[src/rtl/instr_fetch_register_if.sv]
// W-bus side and sequencer side signals of the instruction fetch register.
// The master drives bytes, load/consume and addr_en; the slave is the register.
interface instr_fetch_register_if #(
  parameter int DATA_W       = 8,
  parameter int MAX_OPERANDS = 2,
  parameter int CNT_W        = 2,
  parameter int ADDR_W       = 16
);
  logic [DATA_W-1:0]              w_bus;
  logic                           load;
  logic [CNT_W-1:0]               operand_count;
  logic                           consume;
  logic                           addr_en;
  logic                           accept;
  logic                           instr_valid;
  logic [DATA_W-1:0]              opcode;
  logic [MAX_OPERANDS*DATA_W-1:0] operands;
  logic [ADDR_W-1:0]              addr_out;
  logic                           len_err;

  modport master (
    output w_bus, load, operand_count, consume, addr_en,
    input  accept, instr_valid, opcode, operands, addr_out, len_err
  );

  modport slave (
    input  w_bus, load, operand_count, consume, addr_en,
    output accept, instr_valid, opcode, operands, addr_out, len_err
  );
endinterface

[src/rtl/instr_fetch_register.sv]
// Multi-byte instruction register: assembles an opcode plus up to MAX_OPERANDS
// operand bytes from the W bus and holds the complete instruction until the
// control sequencer consumes it.
module instr_fetch_register #(
  parameter int DATA_W       = 8,
  parameter int MAX_OPERANDS = 2,
  parameter int CNT_W        = 2,
  parameter int ADDR_W       = 16
) (
  input logic                    clk,
  input logic                    reset,
  instr_fetch_register_if.slave  bus
);

  typedef enum logic [1:0] {IDLE, OPERAND, READY} state_t;

  state_t                         state_q, state_d;
  logic [DATA_W-1:0]              opcode_q;
  logic [MAX_OPERANDS*DATA_W-1:0] operands_q;
  logic [CNT_W-1:0]               idx_q;
  logic [CNT_W-1:0]               len_q;
  logic [CNT_W-1:0]               len_clamped;
  logic                           len_err_q;
  logic                           over;
  logic                           last_operand;
  logic                           take_opcode;
  logic                           take_operand;

  // Oversized operand counts are clamped; the instruction still completes.
  assign over         = bus.operand_count > CNT_W'(MAX_OPERANDS);
  assign len_clamped  = over ? CNT_W'(MAX_OPERANDS) : bus.operand_count;
  assign last_operand = (idx_q == len_q - CNT_W'(1));

  // Next-state and capture strobes; a consume in READY frees the register in
  // the same edge, so a simultaneous load is treated as the next opcode.
  always_comb begin
    state_d      = state_q;
    take_opcode  = 1'b0;
    take_operand = 1'b0;
    case (state_q)
      IDLE: begin
        if (bus.load) begin
          take_opcode = 1'b1;
          state_d     = (len_clamped == '0) ? READY : OPERAND;
        end
      end
      OPERAND: begin
        if (bus.load) begin
          take_operand = 1'b1;
          if (last_operand) state_d = READY;
        end
      end
      READY: begin
        if (bus.consume) begin
          if (bus.load) begin
            take_opcode = 1'b1;
            state_d     = (len_clamped == '0) ? READY : OPERAND;
          end else begin
            state_d = IDLE;
          end
        end
      end
      default: state_d = IDLE;
    endcase
  end

  // State register; reset discards any partial instruction.
  always_ff @(posedge clk) begin
    if (reset) state_q <= IDLE;
    else       state_q <= state_d;
  end

  // Opcode/operand capture, operand index and sticky length error.
  always_ff @(posedge clk) begin
    if (reset) begin
      opcode_q   <= '0;
      operands_q <= '0;
      idx_q      <= '0;
      len_q      <= '0;
      len_err_q  <= 1'b0;
    end else if (take_opcode) begin
      opcode_q   <= bus.w_bus;
      operands_q <= '0;
      idx_q      <= '0;
      len_q      <= len_clamped;
      if (over) len_err_q <= 1'b1;
    end else if (take_operand) begin
      for (int k = 0; k < MAX_OPERANDS; k++) begin
        if (idx_q == CNT_W'(k)) operands_q[k*DATA_W +: DATA_W] <= bus.w_bus;
      end
      if (!last_operand) idx_q <= idx_q + CNT_W'(1);
    end
  end

  assign bus.accept      = (state_q != READY) | bus.consume;
  assign bus.instr_valid = (state_q == READY);
  assign bus.opcode      = opcode_q;
  assign bus.operands    = operands_q;
  assign bus.len_err     = len_err_q;
  assign bus.addr_out    = bus.addr_en ? operands_q[ADDR_W-1:0] : '0;

endmodule
[src/flat_wrapper.sv]
// flat-port wrapper written by rule: the top's interface ports become plain ports
module instr_fetch_register_flat 
#(
  parameter int DATA_W       = 8,
  parameter int MAX_OPERANDS = 2,
  parameter int CNT_W        = 2,
  parameter int ADDR_W       = 16
)
  (clk, reset, bus_w_bus, bus_load, bus_operand_count, bus_consume, bus_addr_en, bus_accept, bus_instr_valid, bus_opcode, bus_operands, bus_addr_out, bus_len_err);
  instr_fetch_register_if #(.DATA_W(DATA_W), .MAX_OPERANDS(MAX_OPERANDS), .CNT_W(CNT_W), .ADDR_W(ADDR_W)) bus_i ();
  input logic clk;
  input logic reset;
  input wire logic [$bits(bus_i.w_bus)-1:0] bus_w_bus;
  input wire logic [$bits(bus_i.load)-1:0] bus_load;
  input wire logic [$bits(bus_i.operand_count)-1:0] bus_operand_count;
  input wire logic [$bits(bus_i.consume)-1:0] bus_consume;
  input wire logic [$bits(bus_i.addr_en)-1:0] bus_addr_en;
  output wire logic [$bits(bus_i.accept)-1:0] bus_accept;
  output wire logic [$bits(bus_i.instr_valid)-1:0] bus_instr_valid;
  output wire logic [$bits(bus_i.opcode)-1:0] bus_opcode;
  output wire logic [$bits(bus_i.operands)-1:0] bus_operands;
  output wire logic [$bits(bus_i.addr_out)-1:0] bus_addr_out;
  output wire logic [$bits(bus_i.len_err)-1:0] bus_len_err;
  assign bus_i.w_bus = bus_w_bus;
  assign bus_i.load = bus_load;
  assign bus_i.operand_count = bus_operand_count;
  assign bus_i.consume = bus_consume;
  assign bus_i.addr_en = bus_addr_en;
  assign bus_accept = bus_i.accept;
  assign bus_instr_valid = bus_i.instr_valid;
  assign bus_opcode = bus_i.opcode;
  assign bus_operands = bus_i.operands;
  assign bus_addr_out = bus_i.addr_out;
  assign bus_len_err = bus_i.len_err;
  instr_fetch_register #(.DATA_W(DATA_W), .MAX_OPERANDS(MAX_OPERANDS), .CNT_W(CNT_W), .ADDR_W(ADDR_W)) u_core (.clk(clk), .reset(reset), .bus(bus_i));
endmodule
[config.mk]
export PLATFORM = sky130hd
export DESIGN_NAME = instr_fetch_register_flat
export DESIGN_NICKNAME = d
export VERILOG_FILES = /design/src/rtl/instr_fetch_register_if.sv /design/src/rtl/instr_fetch_register.sv /design/src/flat_wrapper.sv
export SDC_FILE = /design/constraint.sdc
export NUM_CORES = 1
export LEC_CHECK = 0
export ABC_AREA = 1
export CAP_MARGIN = 20
export CORE_ASPECT_RATIO = 2
export CORE_MARGIN = 2
export CORE_UTILIZATION = 43
export CTS_CLUSTER_DIAMETER = 100
export DETAILED_ROUTE_END_ITERATION = 12
export PLACE_DENSITY_LB_ADDON = 0.08
export SLEW_MARGIN = 20
export SYNTH_ARGS = -nofsm -noshare
export SYNTH_HDL_FRONTEND = slang
export SYNTH_SLANG_ARGS = --single-unit
[constraint.sdc]
create_clock -name clk -period 1.85 [get_ports clk]
set_clock_uncertainty 0.2 [all_clocks]
set_input_delay 0.37 -clock clk [delete_from_list [all_inputs] [get_ports clk]]
set_output_delay 0.37 -clock clk [all_outputs]
set_load 0.05 [all_outputs]
==> flow_summary.toml, run 1 <==
[outcome]
outcome = "complete, no violations"

[power]
pwr-share-comb = 0.248
seq_power_share = 0.366
swShare = 0.296
power.density_nw_per_um2 = 825
leakage_nw = 1.12
total_power_w = 0.00205
clkPwrFrac = 0.386
ir_worst_vdd_uv = 600
p_switching_w = 0.000606
internal-power_w = 0.00144

[synthesis]
avgSynthCellArea_um2 = 7.21
synth_seq_area_share = 0.420
netlist_instances = 205
ys_warn_count = 0
yosysUniqueCellTypes = 23
synth_nets = 222
synthesis.area_um2 = 1480
ys_ff_latch = 31

[timing]
report.final.slew_viol_count = 0
post-route-min-period_ns = 1.80
slew-limit-headroom = 0.738
tightest_slew_ns = 0.393
hold_viol = 0
setup_viol_count_final = 0
max_freq_mhz = 555
rsz0062_at_grt = "false"
whs_ns = 0.275
finalWorstSetupSlack_ns = 0.0495
fin_setup_tns_ns = 0
final.period_utilization = 0.973

[global_route]
grt-busiest-layer = "met2"
met1_usage = 0.218
grt_pass1_wl_um = 6760
antenna_found_initial = 0
grt-ovfl-total = 0
met3_usage = 0.0477
grt_max_degree = 19
grt_pass1_vias = 1498
grt.met2_usage = 0.455
grt_usage = 0.239

[floorplan]
start_util = 0.442
die_x_um = 45.5
die_h_um = 86.9
core_area_um2 = 3340
die_area_um2 = 3950
io_pins = 58
num_rows = 30

[clock_tree]
clkLatencyLatePin_ns = 0.28
cts_made_buffers = 5
cts_tree = "yes"
cts_root_buf = "clkbuf_8"
clkTransAtPathRegs_ns = 0.06
cts_max_level = 2
cts_buffer_depth = 2
clock_sinks = 31

[job]
drv_cap = 0

[worst_setup_path]
critPathBufInv = 2
worstPathCellList = "inv_2, nor2_4, nand2_2, buf_12"
worstSetupPathType = "reg2out"
startpoint_type = "flip-flop"
critPathSlowestCell = "dfxtp_1"
endpoint_kind = "output port"
arrival_ns = 1.23
worst-path-max-fanout = 6
worstPathRequired_ns = 1.28
cp_top_family = "flip-flops"
slowest_delay_ns = 0.46
rrSetupSlack_ns = 0.26

[drt]
firstDrtPassIters = 4
drc = 0
vias = 1503
wl_per_cell_um = 13.9
drt-total-wl_um = 4200
drtAntennaViolNets = 0
drtIter0Drc = 29
vias_per_cell = 4.98

[min_path]
min-delay-path-class = "reg2reg"

[layout]
areaGrowthSynthToFinish_pct = 67.7
diodes = 0
final_nets = 286
drive_gt1_frac = 0.326

[placement]
place.gp.congestion = 0.777
io_buffers = 57
dpl_worst_slack_ns = -0.132
dpl.hpwl_um = 3260
## repair_timing
item                                    CTS  global route
hold buffers                              0             0
cloned                                    1             0
hold endpoints to repair                  0             0
endpoints found under the setup margin   16             3
setup buffers                             0             0
resized for setup                         2             1
## layer usage
layer	up-vias	share of wire
met2	46	0.58
li1	769	-
met4	0	0.036
met1	674	0.34
met5	-	0
met3	14	0.043
## worst paths after layout
kind | startpoint | depth (start not counted) | to
max | u_core.state_q[1]$_SDFFE_PP0P_ | 4 | bus_accept
min | u_core.bus.len_err$_SDFFE_PP0P_ | 2 | u_core.bus.len_err$_SDFFE_PP0P_
max reg2reg | u_core.state_q[0]$_SDFFE_PP0P_ | 6 | u_core.bus.operands[7]$_SDFFE_PP0P_
min reg2reg | u_core.bus.len_err$_SDFFE_PP0P_ | 2 | u_core.bus.len_err$_SDFFE_PP0P_
## stage by stage
stage | instance area, um2 | utilization | cells
after floorplan | 1480 | - | 205
after global placement | 2310 | 0.693 | 293
after detailed placement | 2310 | 0.693 | 293
after CTS | 2480 | 0.742 | 302
after global routing | 2480 | 0.742 | 302
final | 2480 | 0.742 | 302
## kinds of logic after synthesis
logic type,count (synthesis),synth area share
compound gates,33,0.142
fa+ha+maj,2,0.0169
flops,31,0.420
buf+inv,39,0.117
simple gates,100,0.304
## power by group through the flow
stage          logic (W)  registers [W]  clock network (W)
2_1_floorplan   0.000219       0.000857                  0
3_3_place_gp    0.000496       0.000763                  0
3_5_place_dp    0.000501       0.000763                  0
4_1_cts         0.000511       0.000749           0.000798
5_1_grt         0.000545       0.000754           0.000819
6_report        0.000507       0.000749           0.000789
## cell usage after synthesis
| master | n | area share |
|---|---|---|
| dfxtp_1 | 31 | 0.42 |
| nor2_1 | 28 | 0.071 |
| o21ai_1 | 11 | 0.037 |
| o21ai_0 | 1 | 0.0034 |
| a21oi_1 | 9 | 0.030 |
| clkbuf_2 | 1 | 0.0034 |
| nand3_1 | 21 | 0.071 |
| nor2_4 | 1 | 0.0076 |
| a21oi_2 | 11 | 0.065 |
| nor3_2 | 1 | 0.0068 |
| nand3_2 | 3 | 0.020 |
| inv_4 | 1 | 0.0042 |
| nand2_1 | 40 | 0.10 |
| clkbuf_1 | 4 | 0.010 |
| inv_1 | 24 | 0.061 |
| nor2_2 | 1 | 0.0042 |
| inv_2 | 5 | 0.013 |
| o21ai_2 | 1 | 0.0059 |
| buf_6 | 2 | 0.015 |
| buf_4 | 2 | 0.010 |
| ha_1 | 2 | 0.017 |
| nand2_2 | 4 | 0.017 |
| and2_1 | 1 | 0.0042 |
## cell type report
type / count / area [um2]
clock buffers: 6 / 72.6
clock inverters: 2 / 60.1
flip-flops and latches: 31 / 621
repair buffers: 66 / 881
fillers: 248 / 862
well taps: 32 / 40.0
inverters: 30 / 115
multi-input cells: 135 / 689
## worst register-to-register path: cells and delay by family, from the launching register on
kind / cells / cell delay [ns]
DFF: 1 / 0.44
buffers and inverters: 2 / 0.32
AOI/OAI and AO/OA: 1 / 0.06
and+or+nand+nor: 3 / 0.45
## layout by cell type (no fill, tap or decap)
cell and count:
nand2_1 40, dfxtp_1 31, nor2_1 28, buf_12 26
buf_4 25, inv_1 23, nand3_1 21, clkdlybuf4s50_1 13
a21oi_2 11, o21ai_1 11, a21oi_1 9, inv_2 6
clkbuf_8 5, nand2_2 4, nand3_2 3, nor2_4 2
ha_1 2, bufinv_16 2, nor3_2 1, inv_4 1
o21ai_0 1, and2_1 1, o21ai_2 1, clkbuf_1 1
bufbuf_16 1, clkdlybuf4s15_1 1
## state kept, by name, indices dropped and copies added, names as in the netlist
signal and flops:
u_core.idx_q 2, u_core.bus.operands 16, u_core.bus.len_err 1, u_core.len_q 2, u_core.bus.opcode 8, u_core.state_q 2
Power figures use the tool's default switching activity.
==> run 2: changes to the inputs <==
--- a/config.mk
+++ b/config.mk
@@ -9,7 +9,7 @@
 export CAP_MARGIN = 20
 export CORE_ASPECT_RATIO = 2
 export CORE_MARGIN = 2
-export CORE_UTILIZATION = 43
+export CORE_UTILIZATION = 40
 export CTS_CLUSTER_DIAMETER = 100
 export DETAILED_ROUTE_END_ITERATION = 12
 export PLACE_DENSITY_LB_ADDON = 0.08
==> constraint.sdc (replaced) <==
create_clock -name clk -period 1.85 [get_ports clk]
set_clock_uncertainty 0.2 [all_clocks]
set_input_delay 0.4625 -clock clk [delete_from_list [all_inputs] [get_ports clk]]
set_output_delay 0.4625 -clock clk [all_outputs]
set_load 0.05 [all_outputs]
==> run 2 against run 1 <==
Combinational power up 20%. Utilization rose by 6.2 points. Largest power group unchanged. Sequential share of layout area decreased by 3.3 points. Final cell count grew 7.9%. Setup slack worse by 0.034 ns. Clock-buffer cell count unchanged. Highest routed layer unchanged. Maximum frequency is 1.9% lower.
==> flow_summary.toml, run 2 (synthesized netlist as in run 1, its figures left out) <==
[drt]
drt-total-wl_um = 4770
vias_per_cell = 4.92
vias = 1603
drc = 0
firstDrtPassIters = 4
wl_per_cell_um = 14.6
drtAntennaViolNets = 0
drtIter0Drc = 34

[power]
clkPwrFrac = 0.365
internal-power_w = 0.00152
seq_power_share = 0.354
swShare = 0.296
power.density_nw_per_um2 = 754
leakage_nw = 1.14
p_switching_w = 0.000641
ir_worst_vdd_uv = 628
pwr-share-comb = 0.281
total_power_w = 0.00216

[placement]
place_inst = 314
io_buffers = 57
place.gp.congestion = 0.795
dpl.hpwl_um = 3440
dpl_cell_area_um2 = 2640

[worst_setup_path]
critPathBufInv = 4
critPathSlowestCell = "bufbuf_16"
arrival_ns = 1.17
startpoint_type = "input port"
endpoint_kind = "output port"
slowest_delay_ns = 0.27
worst-path-max-fanout = 8
cp_top_family = "buffers and inverters"
worstPathCellList = "buf_2, bufbuf_16, nand2_4, clkinvlp_4, buf_12"
worstPathRequired_ns = 1.19
worstSetupPathType = "in2out"

[floorplan]
io_pins = 58
die_h_um = 90.0
core_area_um2 = 3570
die_x_um = 47.0
die_area_um2 = 4230
start_util = 0.414
num_rows = 31

[clock_tree]
cts_buffer_depth = 2
clkTransAtPathRegs_ns = 0.06
clkLatencyLatePin_ns = 0.28
clock_sinks = 31
cts_tree = "yes"
cts_root_buf = "clkbuf_8"
cts_made_buffers = 5
cts_max_level = 2
cts_hold_buf = 0

[timing]
slew-limit-headroom = 0.749
setup_viol_count_final = 0
report.final.slew_viol_count = 0
hold_viol = 0
final.period_utilization = 0.992
max_freq_mhz = 545
tightest_slew_ns = 0.376
post-route-min-period_ns = 1.83
rsz0062_at_grt = "false"
whs_ns = 0.305

[layout]
drive_gt1_frac = 0.430
fin_area_um2 = 2870
largest_register_ffs = 16
final_nets = 293
diodes = 0
final_common_cell = "buf_12"
stdcell_count = 326
areaGrowthSynthToFinish_pct = 94.2
layout_common_cells = "buf_12 (45), nand2_1 (30), dfxtp_1 (30)"

[global_route]
grt_max_degree = 19
grt_pass1_vias = 1618
grt_pass1_wl_um = 7440
grt-ovfl-total = 0
antenna_found_initial = 0
grt_usage = 0.247

[job]
drv_cap = 0

[outcome]
outcome = "complete, no violations"

[min_path]
min-delay-path-class = "reg2reg"
## run 2: changes by cell type in the layout (fill, tap and decap cells not counted), moves of 8 or more
cell and delta:
buf_12 +19, nand2_2 +8, nand2_1 -10, inv_1 -12
buf_4 -14, clkinvlp_4 +10
## run 2: worst paths after layout
kind / to / cells past startpoint / slack (ns) / from
worst max register to register: u_core.bus.operands[10]$_SDFFE_PP0P_ / 6 / 0.23 / u_core.state_q[0]$_SDFFE_PP0P_
worst max-delay path: bus_addr_out[9] / 5 / 0.02 / bus_addr_en
worst min register to register: u_core.bus.len_err$_SDFFE_PP0P_ / 2 / 0.30 / u_core.bus.len_err$_SDFFE_PP0P_
worst min-delay path: u_core.bus.len_err$_SDFFE_PP0P_ / 2 / 0.30 / u_core.bus.len_err$_SDFFE_PP0P_
## run 2: power groups by stage
stage	Clock [W]	Combinational [W]	Sequential, W
floorplan	0	0.000221	0.000857
global placement	0	0.000571	0.000776
detailed placement	0	0.000580	0.000777
CTS	0.000797	0.000594	0.000764
global route	0.000818	0.000648	0.000771
finish	0.000789	0.000608	0.000766
## run 2: routing by layer
| layer | share of wire | vias to the layer above | global-route usage |
|---|---|---|---|
| met5 | 0 | - | 0 |
| met4 | 0.029 | 0 | 0.127 |
| met3 | 0.041 | 11 | 0.0361 |
| met2 | 0.63 | 62 | 0.466 |
| met1 | 0.30 | 750 | 0.222 |
| li1 | - | 780 | - |
## run 2: metrics by stage
| stage | worst slack (ns) | TNS, ns | util |
|---|---|---|---|
| CTS | 0.00221 | 0 | 0.792 |
| floorplan | 0.000153 | 0 | - |
| detailed placement | -0.259 | -8.91 | 0.740 |
| finish | 0.0152 | 0 | 0.804 |
| global placement | -0.247 | -8.02 | 0.740 |
| global route | 0.00115 | 0 | 0.804 |
## run 2: repair_timing
action	CTS	global route
pin swaps	1	0
setup endpoints to repair	17	17
gates cloned	1	1
resized for setup	17	8
setup buffers	0	2
## run 2: layout make-up
| class | count | area, um2 |
|---|---|---|
| clock inverter | 2 | 60.1 |
| timing repair buffer | 73 | 1170 |
| clock buffer | 6 | 72.6 |
| multi-input combinational | 135 | 731 |
| inverter | 30 | 153 |
| tap | 49 | 61.3 |
| fill | 233 | 698 |
| sequential | 31 | 624 |
## run 2: tightest hold or removal path, delay by kind of cell (launching register included)
| kind | cells | cell delay [ns] |
|---|---|---|
| compound gates | 1 | 0.05 |
| flops | 1 | 0.33 |
| simple gates | 1 | 0.08 |
==> run 3: changes to the inputs <==
--- a/config.mk
+++ b/config.mk
@@ -6,12 +6,14 @@
 export NUM_CORES = 1
 export LEC_CHECK = 0
 export ABC_AREA = 1
+export ABC_CLOCK_PERIOD_IN_PS = 1850
 export CAP_MARGIN = 20
 export CORE_ASPECT_RATIO = 2
 export CORE_MARGIN = 2
 export CORE_UTILIZATION = 40
 export CTS_CLUSTER_DIAMETER = 100
 export DETAILED_ROUTE_END_ITERATION = 12
+export DONT_BUFFER_PORTS = 1
 export PLACE_DENSITY_LB_ADDON = 0.08
 export SLEW_MARGIN = 20
 export SYNTH_ARGS = -nofsm -noshare
==> run 3 against run 2 <==
Sequential power grew 8.0%. Via count shrank 14%. Utilization is 27 points lower. Cell area is 34% lower. First-iteration DRC count down 18%. Clock-buffer cell count is 2 higher. Flip-flop and latch count is the same. Critical path depth down 1.
==> flow_summary.toml, run 3 (synthesized netlist as in run 1, its figures left out) <==
[placement]
io_buffers = 0
place_inst = 271
dpl.hpwl_um = 3070
place.gp.congestion = 0.793

[floorplan]
io_pins = 58
core_area_um2 = 3570
die_h_um = 90.0
die_x_um = 47.0
start_util = 0.414
die_area_um2 = 4230
num_rows = 31

[global_route]
grt_usage = 0.204
grt_pass1_vias = 1373
antenna_found_initial = 0
grt_pass1_wl_um = 6220
grt_max_degree = 21
grt-ovfl-total = 0

[min_path]
worstHoldPathCells = 1
min-delay-path-class = "in2reg"

[worst_setup_path]
worst-path-max-fanout = 6
critPathSlowestCell = "dfxtp_2"
arrival_ns = 1.09
worstSetupPathType = "reg2out"
slowest_delay_ns = 0.40
rr_worst_depth = 6
endpoint_kind = "output port"
startpoint_type = "flip-flop"
worstPathRequired_ns = 1.19
worstPathCellList = "inv_2, nor2_4, nand2_2, buf_4"

[drt]
drtIter0Drc = 28
vias_per_cell = 4.95
firstDrtPassIters = 4
wl_per_cell_um = 13.7
drc = 0
drt-total-wl_um = 3810
drtAntennaViolNets = 0
vias = 1382

[layout]
final_nets = 246
stdcell_count = 279
diodes = 0
layout_common_cells = "nand2_1 (40), dfxtp_1 (30), nor2_1 (28)"
final_common_cell = "nand2_1"
largest_register_ffs = 16
areaGrowthSynthToFinish_pct = 28.3
drive_gt1_frac = 0.313

[clock_tree]
cts_tree = "yes"
cts_max_level = 2
clock_sinks = 31
cts_made_buffers = 5
clkLatencyLatePin_ns = 0.28
cts_hold_buf = 0
cts_root_buf = "clkbuf_8"
cts_buffer_depth = 2
clkTransAtPathRegs_ns = 0.06

[timing]
rsz0062_at_grt = "false"
fin_setup_tns_ns = 0
setup_viol_count_final = 0
slew-limit-headroom = 0.644
tightest_slew_ns = 0.533
max_freq_mhz = 570
final.period_utilization = 0.949
whs_ns = 0.0444
hold_viol = 0
post-route-min-period_ns = 1.76
report.final.slew_viol_count = 0

[outcome]
outcome = "complete, no violations"

[power]
ir_worst_vdd_uv = 863
power.density_nw_per_um2 = 900
leakage_nw = 0.741

[job]
drv_cap = 0
run 3: routing by layer:
layer,GRT usage,part of all wire
met1,0.178,0.33
met2,0.363,0.56
met3,0.0904,0.094
met4,0.0880,0.019
met5,0,0
run 3: path summary, 6_finish.rpt:
path / start / to / slack, ns
worst max-delay path: u_core.state_q[1]$_SDFFE_PP0P_ / bus_accept / 0.09
worst max register to register: u_core.state_q[0]$_SDFFE_PP0P_ / u_core.bus.operands[7]$_SDFFE_PP0P_ / 0.27
worst min register to register: u_core.len_q[1]$_SDFFE_PP0P_ / u_core.len_q[1]$_SDFFE_PP0P_ / 0.29
worst min-delay path: reset / u_core.state_q[1]$_SDFFE_PP0P_ / 0.04
run 3: what timing repair did:
item	4_1_cts	5_1_grt
setup buffers	0	0
setup endpoints to repair	0	2
gates resized for setup	0	1
hold endpoints to repair	0	0
run 3: layout make-up:
cell class                 instances  area [um2]
timing repair buffer              26         270
sequential                        31         622
inverter                          30         153
fill                             379        1670
multi-input combinational        135         689
tap                               49        61.3
clock buffer                       8         100
run 3: power breakdown:
| part | switching, W | internal [W] |
|---|---|---|
| Sequential | 0.000117 | 0.000711 |
| Clock | 0.000243 | 0.000339 |
| Combinational | 0.000204 | 0.0000909 |
| Total | 0.000564 | 0.00114 |
run 3: worst max-delay path, delay by kind of cell, from the launching register on:
kind                   cells  cell delay (ns)
buffers and inverters      2             0.25
DFF                        1             0.40
and+or+nand+nor            2             0.17
run 3: stage by stage:
step | utilization | power, W | setup slack [ns] | area (um2)
after floorplan | - | 0.00108 | 0.000153 | 1520
after detailed placement | 0.503 | 0.00114 | 0.276 | 1790
after global placement | 0.503 | 0.00113 | 0.309 | 1790
after global routing | 0.531 | 0.00179 | 0.0383 | 1900
after CTS | 0.531 | 0.00172 | 0.00327 | 1890
final | 0.531 | 0.00171 | 0.0949 | 1900
